## config.mk

```make
export PLATFORM = sky130hd
export DESIGN_NAME = poly_raster_ctrl_flat
export DESIGN_NICKNAME = d
export VERILOG_FILES = /design/src/rtl/poly_raster_ctrl_pkg.sv /design/src/rtl/poly_raster_ctrl_if.sv /design/src/rtl/poly_edge_sel.sv /design/src/rtl/poly_raster_ctrl.sv /design/src/flat_wrapper.sv
export SDC_FILE = /design/constraint.sdc
export NUM_CORES = 1
export LEC_CHECK = 0
export CELL_PAD_IN_SITES_DETAIL_PLACEMENT = 0
export CELL_PAD_IN_SITES_GLOBAL_PLACEMENT = 2
export CORE_MARGIN = 1.5
export CORE_UTILIZATION = 30
export DETAILED_ROUTE_END_ITERATION = 6
export GPL_TIMING_DRIVEN = 0
export PLACE_DENSITY_LB_ADDON = 0.2
export SLEW_MARGIN = 20
export SYNTH_ARGS = -nofsm -noshare
export SYNTH_HDL_FRONTEND = slang
export SYNTH_SLANG_ARGS = --single-unit
```

## constraint.sdc

```tcl
create_clock -name clk -period 6.8 [get_ports clk]
set_input_delay 0.68 -clock clk [delete_from_list [all_inputs] [get_ports clk]]
set_output_delay 0.68 -clock clk [all_outputs]
set_load 0.01 [all_outputs]
```

## src/rtl/poly_raster_ctrl_pkg.sv

```systemverilog
// Shared types for the polygon wireframe raster controller: screen defaults,
// point/color typedefs, the FSM state encoding and the edge-count rule.
package poly_raster_ctrl_pkg;

   localparam int WIDTH_DEF       = 640;
   localparam int HEIGHT_DEF      = 480;
   localparam int COORD_W_DEF     = 16;
   localparam int MAX_VERTS_DEF   = 4;
   localparam int CLEAR_LANES_DEF = 1;

   typedef struct packed {
      logic signed [COORD_W_DEF-1:0] y;
      logic signed [COORD_W_DEF-1:0] x;
   } point2d_t;

   typedef logic [23:0] color_t;

   typedef enum logic [2:0] {
      ST_IDLE,
      ST_CAPTURE,
      ST_CLEAR,
      ST_SETUP,
      ST_DRAW,
      ST_DONE
   } poly_raster_state_t;

   // A lone point draws nothing, two vertices form an open segment, more close the loop.
   function automatic int edge_count(input int nverts);
      if (nverts <= 1) return 0;
      if (nverts == 2) return 1;
      return nverts;
   endfunction

endpackage

```

## src/rtl/poly_raster_ctrl_if.sv

```systemverilog
// Primitive, line-engine and clear-strobe signals of the polygon raster controller.
interface poly_raster_ctrl_if #(
   parameter int COORD_W   = 16,
   parameter int MAX_VERTS = 4
);
   localparam int NV_W = $clog2(MAX_VERTS + 1);

   logic                            prim_valid;
   logic                            prim_ready;
   logic [NV_W-1:0]                 prim_nverts;
   logic [MAX_VERTS*2*COORD_W-1:0]  prim_verts;
   logic                            prim_clear;
   logic [23:0]                     prim_color;
   logic                            cf_ready;
   logic                            line_start;
   logic [2*COORD_W-1:0]            line_p;
   logic [2*COORD_W-1:0]            line_q;
   logic [23:0]                     line_color;
   logic                            line_done;
   logic                            clear;
   logic [COORD_W-1:0]              clear_x;
   logic [COORD_W-1:0]              clear_y;
   logic                            done;
   logic                            busy;

   modport slave (
      input  prim_valid, prim_nverts, prim_verts, prim_clear, prim_color, cf_ready, line_done,
      output prim_ready, line_start, line_p, line_q, line_color, clear, clear_x, clear_y, done, busy
   );

   modport master (
      output prim_valid, prim_nverts, prim_verts, prim_clear, prim_color, cf_ready, line_done,
      input  prim_ready, line_start, line_p, line_q, line_color, clear, clear_x, clear_y, done, busy
   );

endinterface

```

## src/rtl/poly_edge_sel.sv

```systemverilog
// Edge endpoint mux: vertex e and vertex (e+1) mod nverts from the packed vertex array.
module poly_edge_sel #(
   parameter int  COORD_W   = 16,
   parameter int  MAX_VERTS = 4,
   localparam int NV_W      = $clog2(MAX_VERTS + 1),
   localparam int PW        = 2 * COORD_W
) (
   input  logic [MAX_VERTS*PW-1:0] verts,
   input  logic [NV_W-1:0]         e_idx,
   input  logic [NV_W-1:0]         nverts,
   output logic [PW-1:0]           p,
   output logic [PW-1:0]           q
);

   logic [NV_W-1:0] q_idx;

   always_comb begin
      q_idx = e_idx + NV_W'(1);
      if (q_idx >= nverts) q_idx = '0;
      p = '0;
      q = '0;
      for (int i = 0; i < MAX_VERTS; i++) begin
         if (e_idx == NV_W'(i)) p = verts[i*PW +: PW];
         if (q_idx == NV_W'(i)) q = verts[i*PW +: PW];
      end
   end

endmodule

```

## src/rtl/poly_raster_ctrl.sv

```systemverilog
// Polygon wireframe raster controller: optional buffer clear, then one line-engine job per edge.
// Define POLY_RASTER_DEGEN_CULL_EN to skip zero-length edges without starting the line engine.
module poly_raster_ctrl
   import poly_raster_ctrl_pkg::*;
#(
   parameter int WIDTH       = WIDTH_DEF,
   parameter int HEIGHT      = HEIGHT_DEF,
   parameter int COORD_W     = COORD_W_DEF,
   parameter int MAX_VERTS   = MAX_VERTS_DEF,
   parameter int CLEAR_LANES = CLEAR_LANES_DEF
) (
   input logic               clk,
   input logic               n_rst,
   poly_raster_ctrl_if.slave bus
);

   // state      | meaning
   // IDLE       | waiting for a polygon, prim_ready follows cf_ready
   // CAPTURE    | polygon latched, edge count derived
   // CLEAR      | scanning the buffer, CLEAR_LANES pixels per cycle
   // SETUP      | line_start pulse for edge e
   // DRAW       | endpoints held until line_done
   // DONE       | one-cycle done pulse

   localparam int                NV_W   = $clog2(MAX_VERTS + 1);
   localparam int                PW     = 2 * COORD_W;
   localparam logic [COORD_W-1:0] X_LAST = COORD_W'(WIDTH - CLEAR_LANES);
   localparam logic [COORD_W-1:0] Y_LAST = COORD_W'(HEIGHT - 1);
   localparam logic [COORD_W-1:0] X_STEP = COORD_W'(CLEAR_LANES);
   localparam logic [NV_W-1:0]    NV_MAX = NV_W'(MAX_VERTS);

   poly_raster_state_t      state;
   logic [MAX_VERTS*PW-1:0] verts_q;
   logic [NV_W-1:0]         nverts_q;
   logic [NV_W-1:0]         edge_cnt;
   logic [NV_W-1:0]         e_idx;
   logic [NV_W-1:0]         e_nxt;
   logic [NV_W-1:0]         e_sel;
   logic                    clear_req;
   logic                    ready_en;
   logic                    edge_ok;
   logic [PW-1:0]           sel_p;
   logic [PW-1:0]           sel_q;

   assign bus.prim_ready = ready_en & bus.cf_ready;
   assign e_nxt          = e_idx + NV_W'(1);
   // Endpoints are registered on entry to SETUP, so look at the edge about to be issued.
   assign e_sel          = (state == ST_SETUP || state == ST_DRAW) ? e_nxt : '0;

`ifdef POLY_RASTER_DEGEN_CULL_EN
   assign edge_ok = (sel_p != sel_q);
`else
   assign edge_ok = 1'b1;
`endif

   poly_edge_sel #(
      .COORD_W   (COORD_W),
      .MAX_VERTS (MAX_VERTS)
   ) u_edge_sel (
      .verts  (verts_q),
      .e_idx  (e_sel),
      .nverts (nverts_q),
      .p      (sel_p),
      .q      (sel_q)
   );

   always_ff @(posedge clk or negedge n_rst) begin
      if (!n_rst) begin
         state          <= ST_IDLE;
         verts_q        <= '0;
         nverts_q       <= '0;
         edge_cnt       <= '0;
         e_idx          <= '0;
         clear_req      <= 1'b0;
         ready_en       <= 1'b0;
         bus.line_start <= 1'b0;
         bus.line_p     <= '0;
         bus.line_q     <= '0;
         bus.line_color <= '0;
         bus.clear      <= 1'b0;
         bus.clear_x    <= '0;
         bus.clear_y    <= '0;
         bus.done       <= 1'b0;
         bus.busy       <= 1'b0;
      end else begin
         bus.line_start <= 1'b0;
         bus.done       <= 1'b0;
         case (state)
            ST_IDLE: begin
               ready_en <= 1'b1;
               if (bus.prim_valid && bus.prim_ready) begin
                  verts_q        <= bus.prim_verts;
                  nverts_q       <= (bus.prim_nverts > NV_MAX) ? NV_MAX : bus.prim_nverts;
                  bus.line_color <= color_t'(bus.prim_color);
                  clear_req      <= bus.prim_clear;
                  ready_en       <= 1'b0;
                  bus.busy       <= 1'b1;
                  state          <= ST_CAPTURE;
               end
            end
            ST_CAPTURE: begin
               e_idx    <= '0;
               edge_cnt <= NV_W'(edge_count(int'(nverts_q)));
               if (clear_req) begin
                  bus.clear   <= 1'b1;
                  bus.clear_x <= '0;
                  bus.clear_y <= '0;
                  state       <= ST_CLEAR;
               end else if (nverts_q <= NV_W'(1)) begin
                  bus.done <= 1'b1;
                  state    <= ST_DONE;
               end else begin
                  bus.line_start <= edge_ok;
                  bus.line_p     <= sel_p;
                  bus.line_q     <= sel_q;
                  state          <= ST_SETUP;
               end
            end
            ST_CLEAR: begin
               if (bus.clear_x == X_LAST) begin
                  bus.clear_x <= '0;
                  if (bus.clear_y == Y_LAST) begin
                     bus.clear   <= 1'b0;
                     bus.clear_y <= '0;
                     if (edge_cnt == '0) begin
                        bus.done <= 1'b1;
                        state    <= ST_DONE;
                     end else begin
                        bus.line_start <= edge_ok;
                        bus.line_p     <= sel_p;
                        bus.line_q     <= sel_q;
                        state          <= ST_SETUP;
                     end
                  end else begin
                     bus.clear_y <= bus.clear_y + COORD_W'(1);
                  end
               end else begin
                  bus.clear_x <= bus.clear_x + X_STEP;
               end
            end
            ST_SETUP: begin
`ifdef POLY_RASTER_DEGEN_CULL_EN
               if (!bus.line_start) begin
                  e_idx <= e_nxt;
                  if (e_nxt == edge_cnt) begin
                     bus.done   <= 1'b1;
                     bus.line_p <= '0;
                     bus.line_q <= '0;
                     state      <= ST_DONE;
                  end else begin
                     bus.line_start <= edge_ok;
                     bus.line_p     <= sel_p;
                     bus.line_q     <= sel_q;
                     state          <= ST_SETUP;
                  end
               end else begin
                  state <= ST_DRAW;
               end
`else
               state <= ST_DRAW;
`endif
            end
            ST_DRAW: begin
               if (bus.line_done) begin
                  e_idx <= e_nxt;
                  if (e_nxt == edge_cnt) begin
                     bus.done   <= 1'b1;
                     bus.line_p <= '0;
                     bus.line_q <= '0;
                     state      <= ST_DONE;
                  end else begin
                     bus.line_start <= edge_ok;
                     bus.line_p     <= sel_p;
                     bus.line_q     <= sel_q;
                     state          <= ST_SETUP;
                  end
               end
            end
            ST_DONE: begin
               bus.busy <= 1'b0;
               ready_en <= 1'b1;
               state    <= ST_IDLE;
            end
            default: state <= ST_IDLE;
         endcase
      end
   end

endmodule

```

## src/flat_wrapper.sv

```systemverilog
// flat-port wrapper written by rule: the top's interface ports become plain ports
module poly_raster_ctrl_flat import poly_raster_ctrl_pkg::*;
#(
   parameter int WIDTH       = WIDTH_DEF,
   parameter int HEIGHT      = HEIGHT_DEF,
   parameter int COORD_W     = COORD_W_DEF,
   parameter int MAX_VERTS   = MAX_VERTS_DEF,
   parameter int CLEAR_LANES = CLEAR_LANES_DEF
)
  (clk, n_rst, bus_prim_valid, bus_prim_nverts, bus_prim_verts, bus_prim_clear, bus_prim_color, bus_cf_ready, bus_line_done, bus_prim_ready, bus_line_start, bus_line_p, bus_line_q, bus_line_color, bus_clear, bus_clear_x, bus_clear_y, bus_done, bus_busy);
  poly_raster_ctrl_if #(.COORD_W(COORD_W), .MAX_VERTS(MAX_VERTS)) bus_i ();
  input logic clk;
  input logic n_rst;
  input wire logic [$bits(bus_i.prim_valid)-1:0] bus_prim_valid;
  input wire logic [$bits(bus_i.prim_nverts)-1:0] bus_prim_nverts;
  input wire logic [$bits(bus_i.prim_verts)-1:0] bus_prim_verts;
  input wire logic [$bits(bus_i.prim_clear)-1:0] bus_prim_clear;
  input wire logic [$bits(bus_i.prim_color)-1:0] bus_prim_color;
  input wire logic [$bits(bus_i.cf_ready)-1:0] bus_cf_ready;
  input wire logic [$bits(bus_i.line_done)-1:0] bus_line_done;
  output wire logic [$bits(bus_i.prim_ready)-1:0] bus_prim_ready;
  output wire logic [$bits(bus_i.line_start)-1:0] bus_line_start;
  output wire logic [$bits(bus_i.line_p)-1:0] bus_line_p;
  output wire logic [$bits(bus_i.line_q)-1:0] bus_line_q;
  output wire logic [$bits(bus_i.line_color)-1:0] bus_line_color;
  output wire logic [$bits(bus_i.clear)-1:0] bus_clear;
  output wire logic [$bits(bus_i.clear_x)-1:0] bus_clear_x;
  output wire logic [$bits(bus_i.clear_y)-1:0] bus_clear_y;
  output wire logic [$bits(bus_i.done)-1:0] bus_done;
  output wire logic [$bits(bus_i.busy)-1:0] bus_busy;
  assign bus_i.prim_valid = bus_prim_valid;
  assign bus_i.prim_nverts = bus_prim_nverts;
  assign bus_i.prim_verts = bus_prim_verts;
  assign bus_i.prim_clear = bus_prim_clear;
  assign bus_i.prim_color = bus_prim_color;
  assign bus_i.cf_ready = bus_cf_ready;
  assign bus_i.line_done = bus_line_done;
  assign bus_prim_ready = bus_i.prim_ready;
  assign bus_line_start = bus_i.line_start;
  assign bus_line_p = bus_i.line_p;
  assign bus_line_q = bus_i.line_q;
  assign bus_line_color = bus_i.line_color;
  assign bus_clear = bus_i.clear;
  assign bus_clear_x = bus_i.clear_x;
  assign bus_clear_y = bus_i.clear_y;
  assign bus_done = bus_i.done;
  assign bus_busy = bus_i.busy;
  poly_raster_ctrl #(.WIDTH(WIDTH), .HEIGHT(HEIGHT), .COORD_W(COORD_W), .MAX_VERTS(MAX_VERTS), .CLEAR_LANES(CLEAR_LANES)) u_core (.clk(clk), .n_rst(n_rst), .bus(bus_i));
endmodule
```

## Yosys cells after proc, flatten, opt, wreduce, memory -nomap -nowiden

Index checks and enable logic that the tools add are counted.

- Input bits: 161
- Flip-flop bits (word level): 266
- Output and inout port bits: 125
- Logic and storage cells: 142

- Bitwise gates (word level): 1
- $lt $le $gt $ge: 4
- Eq/ne operators: 23
- Multiplexer cells: 76
- Add/sub/neg operators: 4
- Reduce and logical (&&, ||, !) cells: 18

Operators by type and width:

| kind | number |
|---|---|
| $mux 32 | 22 |
| $pmux 32 s3 | 2 |
| $mux 16 | 4 |
| $pmux 16 s2 | 2 |
| $mux 3 | 14 |
| $add 16x1->16 const B | 2 |
| $mux 1 | 25 |
| $eq 3x2->1 const B | 6 |
| $eq 16x10->1 const B | 1 |
| $eq 16x9->1 const B | 1 |
| $pmux 3 s5 | 1 |
| $logic_not 3->1 | 4 |
| $eq 3x1->1 const B | 3 |
| $eq 3x3->1 const B | 3 |
| $ne 2x1->1 const B | 4 |
| $ne 2x2->1 const B | 4 |
| $reduce_and 2->1 | 4 |
| $reduce_and 4->1 | 2 |
| $reduce_and 7->1 | 1 |
| $add 3x1->3 const B | 2 |
| $le 3x1->1 const B | 2 |
| $pmux 1 s2 | 3 |
| $pmux 1 s3 | 2 |
| $pmux 3 s2 | 1 |
| other kinds (9) | 11 |

## Depth between registers and ports, before layout

Gate-level depths: netlist (run 1).

- Word-level depth: 15
- Gate-level depth with buffers: 18
- Gate-level depth less buffers: 13

## By module

From an unflattened synthesis (run 1), not the netlist that was laid out.

- Cell total of the unflattened synthesis: 1272
- Area, all modules: 13142.6 sq um

Modules (own cells, without submodules):

| module | cells an instance | area each (sq um) | seq. area each (sq um) | times used |
|---|---|---|---|---|
| poly_raster_ctrl | 914 | 11046.8 | 6656.4 | 1 |
| poly_edge_sel | 358 | 2095.8 | 0.0 | 1 |

## Worst setup path before layout (run 1)

OpenSTA, ideal clock, no wires.

- Path type: register -> register
- Start point: register u_core.state[0]
- End point: register u_core.bus.line_q[11]
- Data arrival time: 3965 ps
- Clock period less this slack: 4060 ps
- Setup slack: 2740 ps
- Setup time: 95 ps
- Stages on the path, launching flop included: 18
- Required time: 6705 ps
- Buffers on the path: 4
- Path through: dfrtp_1 or3b_4 nand2_2 nand2b_2 inv_2 buf_2 buf_2 ha_1 ha_1 inv_1 clkbuf_1 ha_1 a21oi_1 o21ai_1 nor4_4 buf_2 a222oi_1 o32ai_2

- Word-level cells in the longest chain between the ends: 15
- Elaborated cells on any way between the ends: 33
- Those cells by class: add/sub (1); order compare (1); eq/ne (13); mux (14); reduce/logical (4)

Ends and longest elaborated chain:

| what | line | RTL |
|---|---|---|
| start, declared | poly_raster_ctrl.sv:32 | `poly_raster_state_t state;` |
| start signal, assigned | poly_raster_ctrl.sv:69 | `state <= ST_IDLE;` |
| start signal, assigned | poly_raster_ctrl.sv:98 | `state <= ST_CAPTURE;` |
| start signal, assigned | poly_raster_ctrl.sv:108 | `state <= ST_CLEAR;` |
| $eq 3x2->1 / $eq 3x3->1 (equally long branches) | poly_raster_ctrl.sv:48, poly_raster_ctrl.sv:88 |  |
| $logic_or 1x1->1 | poly_raster_ctrl.sv:48 | `assign e_sel = (state == ST_SETUP \|\| state == ST_DRAW) ? e_nxt : '0;` |
| $mux 3 | poly_raster_ctrl.sv:48 |  |
| $add 3x1->3 | poly_edge_sel.sv:18 | `q_idx = e_idx + NV_W'(1);` |
| $ge 3x3->1 | poly_edge_sel.sv:19 | `if (q_idx >= nverts) q_idx = '0;` |
| $mux 3 | poly_edge_sel.sv:19 |  |
| $logic_not 3->1 | poly_edge_sel.sv:24 | `if (q_idx == NV_W'(i)) q = verts[i*PW +: PW];` |
| $mux 32 (4 in series) | poly_edge_sel.sv:24 |  |
| $mux 32 | poly_raster_ctrl.sv:125 | `if (edge_cnt == '0) begin` |
| $mux 32 | poly_raster_ctrl.sv:122 | `if (bus.clear_y == Y_LAST) begin` |
| $mux 32 | poly_raster_ctrl.sv:120 | `if (bus.clear_x == X_LAST) begin` |
| $pmux 32 s3 | poly_raster_ctrl.sv:88 | `case (state)` |
| end signal, assigned | poly_raster_ctrl.sv:115 | `bus.line_q <= sel_q;` |
| end signal, assigned | poly_raster_ctrl.sv:131 | `bus.line_q <= sel_q;` |
| end signal, assigned | poly_raster_ctrl.sv:174 | `bus.line_q <= sel_q;` |
| end, declared | poly_raster_ctrl_if.sv:28 | `output prim_ready, line_start, line_p, line_q, line_color, clear, clear_x, clear_y, done, busy` |

Several ways; a longest one is shown, not always the timed one. The select of a mux whose other input is x is not followed.
A chain may end at the register's enable or synchronous reset.

## Worst setup path in the final report (run 1)

- Start point: register u_core.state[0]
- End point: register u_core.bus.line_q[17]

Same word-level chain as after synthesis.

==> metrics, run 1 <==
Layout area overhead=35.9%; Post-route DRC=0; CP cell instances=or3b_4 -> nand2_2 -> nand2b_2 -> inv_2 -> buf_2 -> buf_2 -> ha_1 -> ha_1 -> inv_1 -> clkbuf_1 -> ha_1 -> a21oi_1 -> o21ai_1 -> nor4_4 -> buf_2 -> a222oi_1 -> o32ai_2; H-tree depth=1; clock transition at the registers of the reported paths=0.06 ns; vias per inst=5.30; CTS resizes=0; gr ovfl total=0; Slew Limit Fails=0; max_cap viols=0; Placed Area=16900 um2; CP delay by family, top=buffers and inverters; Worst EP required=7.29 ns; Mean Syn Cell Area=11.4 um2; IO Count=286; Startpoint Class=flip-flop; Port Buf Inserts=285; global-route wire length before repair=73100 um; crit path kind=reg -> reg; Hold WC Path Type=in -> async; synth unique cells=70; clk buf depth=3; initial core utilization=0.305; ant diodes=0; status=complete, no violations; final WL=49100 um; DIE HEIGHT=213 um; ys async rst share=1.00; core region area=43300 um2; CP max stage delay=0.72 ns; Synth warnings=0; synthesized area=13200 um2; Root Driver=clkbuf_16; ANT nets after route=0; Hold-fix buffers, CTS=0; Leakage=7.68 nW; 1st-iter DRT viols=809; sequential share of the synthesized area=0.504; Min Hold Slack=0.00966 ns; CP arrival=6.21 ns; Synth Net Count=1332; # nets final=1653; Rel. slew slack=0.436; CTS tree=done; Setup Buffers After CTS=0; Final Cell Area=17900 um2; crit share post-route=0.841; number of buffers and inverters on the critical path=6; largest net degree at the start of global routing=86; Die X=213 um; Avg WL per Cell=23.5 um; ys flop type=dfrtp_1; Worst Max-Slew Pin Slew=0.840 ns; Post-Syn Instances=1160; CTS buffer count=31; top sig layer=met4; clock latency on the worst-skew pair=0.60 ns; initial antenna violation count=0; Max rail drop VDD=188 uV; crit-path max FO=12; Fin Clk Skew=0.0252 ns; reg2reg start=u_core.state[0]$_DFFE_PN0P_; WL met2=22600 um; Via Count=11100; First-pass DRT Iterations=6; wl on met1=22600 um; worst r2r dst=u_core.bus.line_q[17]$_DFFE_PN0P_; R2R Setup Slk=1.08 ns; Sum Neg Setup Slack=0 ns; layout cell share with drive strength beyond 1=0.183; met3 WL post-DR=2840 um; endpoints failing setup=0; fmax=175 MHz; slowest stage cell on the critical path=nor4_4; vias in the first global route=11400; critical path capture point type=flip-flop; total track usage=0.215; Final Util=0.415; number of hold-slack violations in the final timing report=0; GPL Wtd Cong=0.812; die area=45300 um2; synthesized flop and latch total=266; minimum clock period=5.72 ns; # rows=76; RSZ-0062 raised after global routing=no; Pwr Total=3.48 mW; FF-to-FF path depth=17; EDFF count, synth=0; Detail Placement HPWL=35200 um; clock sink count=266; Power Density=194 nW/um2
[kinds of logic (layout without fill, tap and decap cells)]
| family | after synthesis | in the layout | share of synthesized area |
|---|---|---|---|
| buf+inv | 147 | 493 | 0.0471 |
| mux | 157 | 157 | 0.134 |
| simple gates | 216 | 216 | 0.0912 |
| flops | 266 | 266 | 0.504 |
| xor+xnor | 12 | 12 | 0.00900 |
| fa+ha+maj | 11 | 11 | 0.0104 |
| compound gates | 351 | 351 | 0.204 |
[sequential cells by signal, indices dropped and copies added (netlist names), 3 cells and up]
signal,flops
u_core.verts_q,128
u_core.bus.line_p,32
u_core.bus.line_q,32
u_core.bus.line_color,24
u_core.bus.clear_x,16
u_core.bus.clear_y,16
u_core.e_idx,3
u_core.edge_cnt,3
u_core.nverts_q,3
u_core.state,3
[synth_stat cells, drive strengths merged, types with 2 or more instances]
master | count | area (um2)
o211ai | 2 | 15.0
and4 | 5 | 43.8
nor3 | 14 | 75.1
o32ai | 31 | 354
a22oi | 64 | 480
or3b | 3 | 28.8
a21o | 2 | 15.0
nand4 | 6 | 52.6
nand3b | 4 | 42.5
a2111oi | 3 | 32.5
xnor2 | 7 | 61.3
xor2 | 4 | 35.0
nor2 | 25 | 96.4
clkbuf | 60 | 225
nor2b | 6 | 37.5
inv | 46 | 173
or3 | 6 | 37.5
nand2 | 67 | 254
or2 | 2 | 12.5
o22ai | 5 | 31.3
or4 | 3 | 22.5
a211oi | 35 | 273
and3 | 7 | 43.8
ha | 11 | 138
o31ai | 3 | 22.5
dfrtp | 266 | 6660
a22o | 8 | 70.1
o22a | 2 | 17.5
o2bb2ai | 60 | 526
and2 | 2 | 12.5
buf | 41 | 224
nor4 | 35 | 264
a222oi | 28 | 280
nand2b | 6 | 40.0
o21ai | 77 | 385
o21a | 2 | 15.0
mux2 | 156 | 1760
nand3 | 21 | 105
a21oi | 19 | 95.1
nor3b | 2 | 15.0
[worst reg2reg max path, cell delays in order, from the launching register on]
cell	delay [ns]
dfrtp_1	0.43
or3b_4	0.46
nand2_2	0.13
nand2b_2	0.09
inv_2	0.11
buf_2	0.23
buf_2	0.37
ha_1	0.24
ha_1	0.27
inv_1	0.20
clkbuf_1	0.57
ha_1	0.37
a21oi_1	0.22
o21ai_1	0.34
nor4_4	0.73
buf_2	0.41
a222oi_1	0.18
o32ai_2	0.30
[worst max path at each step]
stage | start | endpoint | cells after the start
finish | u_core.state[0]$_DFFE_PN0P_ | u_core.bus.line_q[17]$_DFFE_PN0P_ | 17
global placement | n_rst | u_core.bus.line_color[23]$_DFFE_PN0P_ | 1
floorplan | u_core.state[0]$_DFFE_PN0P_ | u_core.bus.line_q[11]$_DFFE_PN0P_ | 17
detailed placement | u_core.state[0]$_DFFE_PN0P_ | u_core.bus.line_q[17]$_DFFE_PN0P_ | 17
CTS | u_core.state[0]$_DFFE_PN0P_ | u_core.bus.line_q[17]$_DFFE_PN0P_ | 17
global route | u_core.state[0]$_DFFE_PN0P_ | u_core.bus.line_q[17]$_DFFE_PN0P_ | 17
[cell type report]
| cell class | instances | area, um2 |
|---|---|---|
| clock buffers | 48 | 940 |
| flip-flops and latches | 266 | 6660 |
| plain buffers | 101 | 449 |
| fillers | 4181 | 25300 |
| multi-input cells | 747 | 5930 |
| inverters | 46 | 173 |
| well taps | 585 | 732 |
| clock inverters | 10 | 129 |
| repair buffers | 288 | 2940 |
[per-stage QoR]
step / setup slack (ns) / instances
2_1_floorplan: 2.74 / 1160
3_3_place_gp: -7.29 / 2030
3_5_place_dp: 1.18 / 2033
4_1_cts: 1.14 / 2091
5_1_grt: 0.862 / 2091
6_report: 1.08 / 2091
[report_power, final]
group          total (mW)  switching [mW]  internal [mW]
registers            1.58               0           1.58
logic               0.140          0.0543         0.0861
clock network        1.75           0.699           1.06
[cells in the final DEF, fill, tap and decap left out, types with 13 or more instances in the layout]
cell type	n
nand3_1	21
clkdlybuf4s50_1	284
mux2_2	156
nand2_1	66
o21ai_1	13
o2bb2ai_1	60
a21oi_1	19
nor4_1	32
dfrtp_1	266
nor3_1	13
clkbuf_16	31
a222oi_1	28
buf_2	29
clkbuf_1	67
a22oi_1	64
nor2_1	24
inv_1	45
o32ai_1	20
o21ai_0	64
a211oi_1	33
[metal layers]
metal / vias to the layer above / global-route usage
met2: 370 / 0.346
met4: 0 / 0.0536
met5: - / 0
met3: 69 / 0.0359
li1: 5103 / -
met1: 5550 / 0.302
(Power assumes the default switching activity.)
==> inputs of run 2 (changes only) <==
Clock period 6.8 ns to 5.4 ns, I/O delays scaled along.
==> run 2 against run 1 <==
- sequential power grew 26%
- critical endpoint is now u_core.bus.line_q[2]$_DFFE_PN0P_
- register-to-register slack got worse by 0.81 ns
- flip-flop and latch count unchanged
- highest routed layer unchanged
- non-clock buffer count rose by 2
- largest power group unchanged
==> metrics, run 2 (same netlist as run 1, synthesis figures left out) <==
status=complete, no violations (unchanged); crit-path max FO=12 (unchanged); top sig layer=met4 (unchanged); Fill cells=4183 (was 4181); Die X=213 um (unchanged); Worst EP required=5.89 ns (was 7.29 ns); WL met2=22600 um (about the same); FF+latch area=6660 um2 (unchanged); Avg WL per Cell=23.4 um (was 23.5 um); met3 WL post-DR=2630 um (was 2840 um); H-tree depth=1 (unchanged); Post-route DRC=0 (unchanged); DIE HEIGHT=213 um (unchanged); CP max stage delay=0.63 ns (was 0.72 ns); CTS buffer count=31 (unchanged); fmax=195 MHz (was 175 MHz); Power Density=244 nW/um2 (was 194 nW/um2); switching share of power=0.216 (about the same); Worst Max-Slew Pin Slew=0.815 ns (was 0.840 ns); internal power=3.43 mW (was 2.73 mW); Via Count=11100 (about the same); Leakage=7.70 nW (was 7.68 nW); total track usage=0.215 (about the same); number of buffers and inverters on the critical path=6 (unchanged); Hold WC Path Type=in -> async (unchanged); CP cell instances=or3b_4 -> nand2_2 -> nand2b_2 -> inv_2 -> buf_2 -> buf_2 -> ha_1 -> ha_1 -> inv_1 -> clkbuf_2 -> ha_1 -> nand2_1 -> o21ai_1 -> clkbuf_1 -> a222oi_1 -> o32ai_1 (was or3b_4 -> nand2_2 -> nand2b_2 -> inv_2 -> buf_2 -> buf_2 -> ha_1 -> ha_1 -> inv_1 -> clkbuf_1 -> ha_1 -> a21oi_1 -> o21ai_1 -> nor4_4 -> buf_2 -> a222oi_1 -> o32ai_2); CP delay by family, top=buffers and inverters (unchanged); gr ovfl total=0 (unchanged); sw power=947 uW (was 753 uW); multi-input logic area=5930 um2 (unchanged); worst r2r dst=u_core.bus.line_q[2]$_DFFE_PN0P_ (was u_core.bus.line_q[17]$_DFFE_PN0P_); # nets final=1655 (was 1653); First-pass DRT Iterations=7 (was 6); most frequent cells in the layout=clkdlybuf4s50_1, dfrtp_1, mux2_2 (unchanged); Slew Limit Fails=0 (unchanged); Biggest register=u_core.verts_q (unchanged); biggest regs=u_core.verts_q (128), u_core.bus.line_p (32), u_core.bus.line_q (32) (unchanged); clock transition at the registers of the reported paths=0.06 ns (about the same); commonest non-fill, non-tap cell in the layout=clkdlybuf4s50_1 (unchanged); cell total after placement=2033 (unchanged); R2R Setup Slk=0.28 ns (was 1.08 ns); Min Hold Slack=0.465 ns (was 0.00966 ns); Max rail drop VDD=239 uV (was 188 uV); Clock Power Share=0.504 (was 0.505); global-route wire length before repair=73100 um (about the same); Most common cell on crit path=ha_1; GPL Wtd Cong=0.812 (unchanged); max_cap viols=0 (unchanged); Startpoint Class=flip-flop (unchanged); Layout Cells excl Fill=2093 (was 2091); # rows=76 (unchanged); RSZ-0062 raised after global routing=no (unchanged); ant diodes=0 (unchanged); max FFs per register=128 (unchanged); CP arrival=5.61 ns (was 6.21 ns); vias per inst=5.32 (was 5.30); Detail Placement HPWL=35200 um (unchanged); Flop pwr share=0.455 (about the same); Rel. slew slack=0.456 (was 0.436); wl on met1=22800 um (was 22600 um); crit path kind=reg -> reg (unchanged); core region area=43300 um2 (unchanged); FF-to-FF path depth=16 (was 17); largest net degree at the start of global routing=86 (unchanged); clock latency on the worst-skew pair=0.59 ns (was 0.60 ns); slowest stage cell on the critical path=o21ai_1 (was nor4_4); reg2reg start=u_core.state[0]$_DFFE_PN0P_ (unchanged); crit share post-route=0.949 (was 0.841); clk buf depth=3 (unchanged); CTS tree=done (unchanged); critical path capture point type=flip-flop (unchanged); clock sink count=266 (unchanged); vias in the first global route=11400 (about the same); 1st-iter DRT viols=864 (was 809); minimum clock period=5.12 ns (was 5.72 ns); endpoints failing setup=0 (unchanged); Port Buf Inserts=285 (unchanged); number of hold-slack violations in the final timing report=0 (unchanged); layout cell share with drive strength beyond 1=0.186 (was 0.183); initial antenna violation count=0 (unchanged); Fin Clk Skew=0.0220 ns (was 0.0252 ns); initial core utilization=0.305 (unchanged); IO Count=286 (unchanged); final WL=49000 um (was 49100 um); Final Util=0.415 (about the same); Gate power share=0.041 (was 0.040); ANT nets after route=0 (unchanged); Layout area overhead=36.1% (was 35.9%); Root Driver=clkbuf_16 (unchanged); die area=45300 um2 (unchanged)
-- run 2: changes by cell type in the layout (fill, tap and decap cells not counted), sizes merged --
cell	before	now
buf	45	46
dlygate4sd3	0	1
-- run 2: final cells by class --
class                           count  area share
Tap cell                          585      0.0407
Buffer                            101      0.0253
Inverter                           46     0.00961
Sequential cell                   266       0.370
Clock buffer                       48      0.0523
Timing Repair Buffer              290       0.165
Clock inverter                     10     0.00717
Multi-Input combinational cell    747       0.330
-- run 2: per-layer routing --
metal	vias up	GRT usage
met5	-	0
met4	0	0.0536
met3	71	0.0360
met2	356	0.345
met1	5603	0.302
li1	5098	-
-- run 2: repair_timing --
item                       CTS  global route
setup endpoints to repair   23            32
hold buffers                 1             0
hold endpoints to repair    59             0
pin swaps                    1             0
cloned                       0             0
setup buffers                1             0
gates resized for setup      3             2
-- run 2: worst reg2reg max path, stage by stage, from the launching register on --
cell and delay [ns]:
dfrtp_1 0.43, or3b_4 0.46, nand2_2 0.13, nand2b_2 0.09, inv_2 0.11, buf_2 0.24, buf_2 0.37, ha_1 0.24
ha_1 0.27, inv_1 0.20, clkbuf_2 0.36, ha_1 0.22, nand2_1 0.08, o21ai_1 0.63, clkbuf_1 0.61, a222oi_1 0.27
o32ai_1 0.33
-- run 2: how the worst max path moves through the flow --
stage                                startpoint                                     to  slack, ns  cells after the start
finish              u_core.state[0]$_DFFE_PN0P_       u_core.bus.line_q[2]$_DFFE_PN0P_       0.28                     16
global route        u_core.state[0]$_DFFE_PN0P_      u_core.bus.line_q[17]$_DFFE_PN0P_       0.08                     16
CTS                 u_core.state[0]$_DFFE_PN0P_      u_core.bus.line_q[17]$_DFFE_PN0P_       0.08                     17
detailed placement  u_core.state[0]$_DFFE_PN0P_      u_core.bus.line_q[17]$_DFFE_PN0P_      -0.22                     17
global placement                          n_rst  u_core.bus.line_color[23]$_DFFE_PN0P_      -8.55                      1
floorplan           u_core.state[0]$_DFFE_PN0P_      u_core.bus.line_q[11]$_DFFE_PN0P_       1.34                     17
-- run 2: stage by stage --
step	TNS [ns]	power, mW	worst slack, ns	area, um2
global placement	-2266.21	2.21	-8.55	16800
global route	0	4.53	0.0752	18000
CTS	0	4.44	0.0825	18000
finish	0	4.38	0.277	18000
floorplan	0	2.03	1.34	13200
detailed placement	-2.97	2.21	-0.221	16900
-- run 2: power by group through the flow --
stage          combinational [mW]  clock (mW)  sequential, mW
2_1_floorplan             0.00134           0            2.03
5_1_grt                     0.193        2.35            1.99
3_3_place_gp                0.173           0            2.03
4_1_cts                     0.182        2.27            1.99
3_5_place_dp                0.181           0            2.03
6_report                    0.178        2.21            1.99
==> inputs of run 3 (changes only) <==
Settings changed: CORE_ASPECT_RATIO from default to 1.1.
==> run 3 against run 2 <==
- the run now ends with DRC left
- final area rose by 0.54%
- hold slack improved by 0.026 ns
- register-to-register slack improved by 0.14 ns
- sequential power barely moved
- non-clock buffer count did not move
- clock power rose by 9.5%
- via count barely moved
- die area barely moved
- flip-flop and latch count did not move
- global-route usage rose by 0.66 points
- combinational power barely moved
==> metrics, run 3 (same netlist as run 1, synthesis figures left out) <==
Fin Clk Skew=0.0282 ns (was 0.0220 ns); DIE HEIGHT=223 um (was 213 um); Max rail drop VDD=235 uV (was 239 uV); Power Density=254 nW/um2 (was 244 nW/um2); initial core utilization=0.304 (was 0.305); crit path kind=reg -> reg (unchanged); Rel. slew slack=0.381 (was 0.456); Pwr Total=4.59 mW (was 4.38 mW); Leakage=7.74 nW (was 7.70 nW); final WL=50100 um (was 49000 um); commonest non-fill, non-tap cell in the layout=clkdlybuf4s50_1 (unchanged); H-tree depth=2 (was 1); vias per inst=5.34 (was 5.32); Hold WC Path Type=in -> async (unchanged); Min Hold Slack=0.490 ns (was 0.465 ns); failing checks=DRC; Slew Limit Fails=0 (unchanged); met3 WL post-DR=3100 um (was 2630 um); vias in the first global route=11700 (was 11400); ANT nets after route=0 (unchanged); Avg WL per Cell=24.0 um (was 23.4 um); clk buf depth=3 (unchanged); post-place setup slack=-0.226 ns (was -0.221 ns); clock transition at the registers of the reported paths=0.06 ns (about the same); max_cap viols=0 (unchanged); Final Util=0.416 (was 0.415); Worst Max-Slew Pin Slew=0.929 ns (was 0.815 ns); 1st-iter DRT viols=667 (was 864); crit share post-route=0.922 (was 0.949); First-pass DRT Iterations=7 (unchanged); # nets final=1658 (was 1655); Worst EP required=5.85 ns (was 5.89 ns); largest net degree at the start of global routing=90 (was 86); WL met2=24700 um (was 22600 um); status=finished, violations left (was complete, no violations); biggest regs=u_core.verts_q (128), u_core.bus.line_p (32), u_core.bus.line_q (32) (unchanged); Detail Placement HPWL=35400 um (was 35200 um); layout cell share with drive strength beyond 1=0.188 (was 0.186); R2R Setup Slk=0.42 ns (was 0.28 ns); RSZ-0062 raised after global routing=no (unchanged); max FFs per register=128 (unchanged); IO Count=286 (unchanged); Layout area overhead=36.8% (was 36.1%); setup ws final=0.420 ns (was 0.277 ns); Startpoint Class=flip-flop (unchanged); critical path capture point type=flip-flop (unchanged); Via Count=11100 (about the same); Post-route DRC=5 (was 0); Fill cells=4300 (was 4183); CTS buffer count=34 (was 31); # rows=80 (was 76); Root Driver=clkbuf_16 (unchanged); endpoints failing setup=0 (unchanged); wl on met1=21300 um (was 22800 um); crit-path max FO=12 (unchanged); CTS tree=done (unchanged); Biggest register=u_core.verts_q (unchanged); Layout Cells excl Fill=2087 (was 2093); cell total after placement=2022 (was 2033); initial antenna violation count=6 (was 0); global-route wire length before repair=75500 um (was 73100 um); CP arrival=5.43 ns (was 5.61 ns); minimum clock period=4.98 ns (was 5.12 ns); clock sink count=266 (unchanged); Port Buf Inserts=285 (unchanged); most frequent cells in the layout=clkdlybuf4s50_1, dfrtp_1, mux2_2 (unchanged); total track usage=0.222 (was 0.215); number of hold-slack violations in the final timing report=0 (unchanged); fmax=201 MHz (was 195 MHz); die area=45300 um2 (about the same); core region area=43400 um2 (was 43300 um2); Die X=203 um (was 213 um); top sig layer=met5 (was met4); GPL Wtd Cong=0.793 (was 0.812); gr ovfl total=0 (unchanged); clock latency on the worst-skew pair=0.57 ns (was 0.59 ns)
run 3: changes by cell type in the layout (fill, tap and decap cells not counted), moves of 2 or more:
cell / before / now
diode_2: 0 / 4
clkinv_2: 6 / 3
clkbuf_16: 31 / 34
clkbuf_8: 10 / 8
run 3: path summary, 6_finish.rpt:
path                                                   from                           endpoint  cells after the start
min in group clk           u_core.bus.line_p[0]$_DFFE_PN0P_   u_core.bus.line_p[0]$_DFFE_PN0P_                      1
hold / removal                                        n_rst  u_core.bus.clear_y[0]$_DFFE_PN0P_                      2
max in group asynchronous                             n_rst    u_core.verts_q[109]$_DFFE_PN0P_                      4
setup / recovery                u_core.state[0]$_DFFE_PN0P_  u_core.bus.line_q[13]$_DFFE_PN0P_                     17
hold reg to reg            u_core.bus.line_p[0]$_DFFE_PN0P_   u_core.bus.line_p[0]$_DFFE_PN0P_                      1
setup reg to reg                u_core.state[0]$_DFFE_PN0P_  u_core.bus.line_q[13]$_DFFE_PN0P_                     17
run 3: cell type report:
class                      instances  area [um2]  area share
clock buffer                      47         980      0.0542
timing repair buffer             290        2960       0.164
buffer                           101         453      0.0251
tap                              574         718      0.0398
antenna                            4        10.0    0.000554
clock inverter                    12         188      0.0104
multi-input combinational        747        5930       0.328
sequential                       266        6660       0.368
inverter                          46         173     0.00956
run 3: timing repair:
action,CTS,global route
hold endpoints to repair,48,0
hold buffers,1,0
resized for setup,1,6
setup endpoints to repair,23,25
setup buffers,1,0
pin swaps,1,0
run 3: where the power goes:
part           internal [mW]  total, mW  switching (mW)
sequential              1.99       1.99               0
combinational          0.109      0.177          0.0678
clock                   1.47       2.42           0.952
total                   3.57       4.59            1.02
run 3: through the flow:
| step | setup TNS [ns] | instance area (um2) |
|---|---|---|
| after floorplan | 0 | 13200 |
| after global placement | -2291.52 | 16800 |
| after detailed placement | -3.66 | 16900 |
| after CTS | 0 | 18100 |
| after global routing | 0 | 18100 |
| final | 0 | 18100 |
run 3: worst max-delay path: stages, from the launching register on:
cell,delay [ns]
dfrtp_1,0.42
or3b_4,0.47
nand2_2,0.12
nand2b_2,0.09
inv_2,0.12
buf_2,0.25
buf_2,0.38
ha_1,0.22
ha_1,0.27
inv_1,0.21
clkbuf_2,0.35
ha_1,0.30
a21oi_1,0.26
o21ai_2,0.22
nor4_4,0.35
buf_2,0.37
a222oi_1,0.18
o32ai_2,0.29
run 3: routing by layer:
layer	GRT usage	vias up
met5	0	-
met4	0.0593	6
met3	0.0535	66
met2	0.375	340
met1	0.283	5626
li1	-	5099
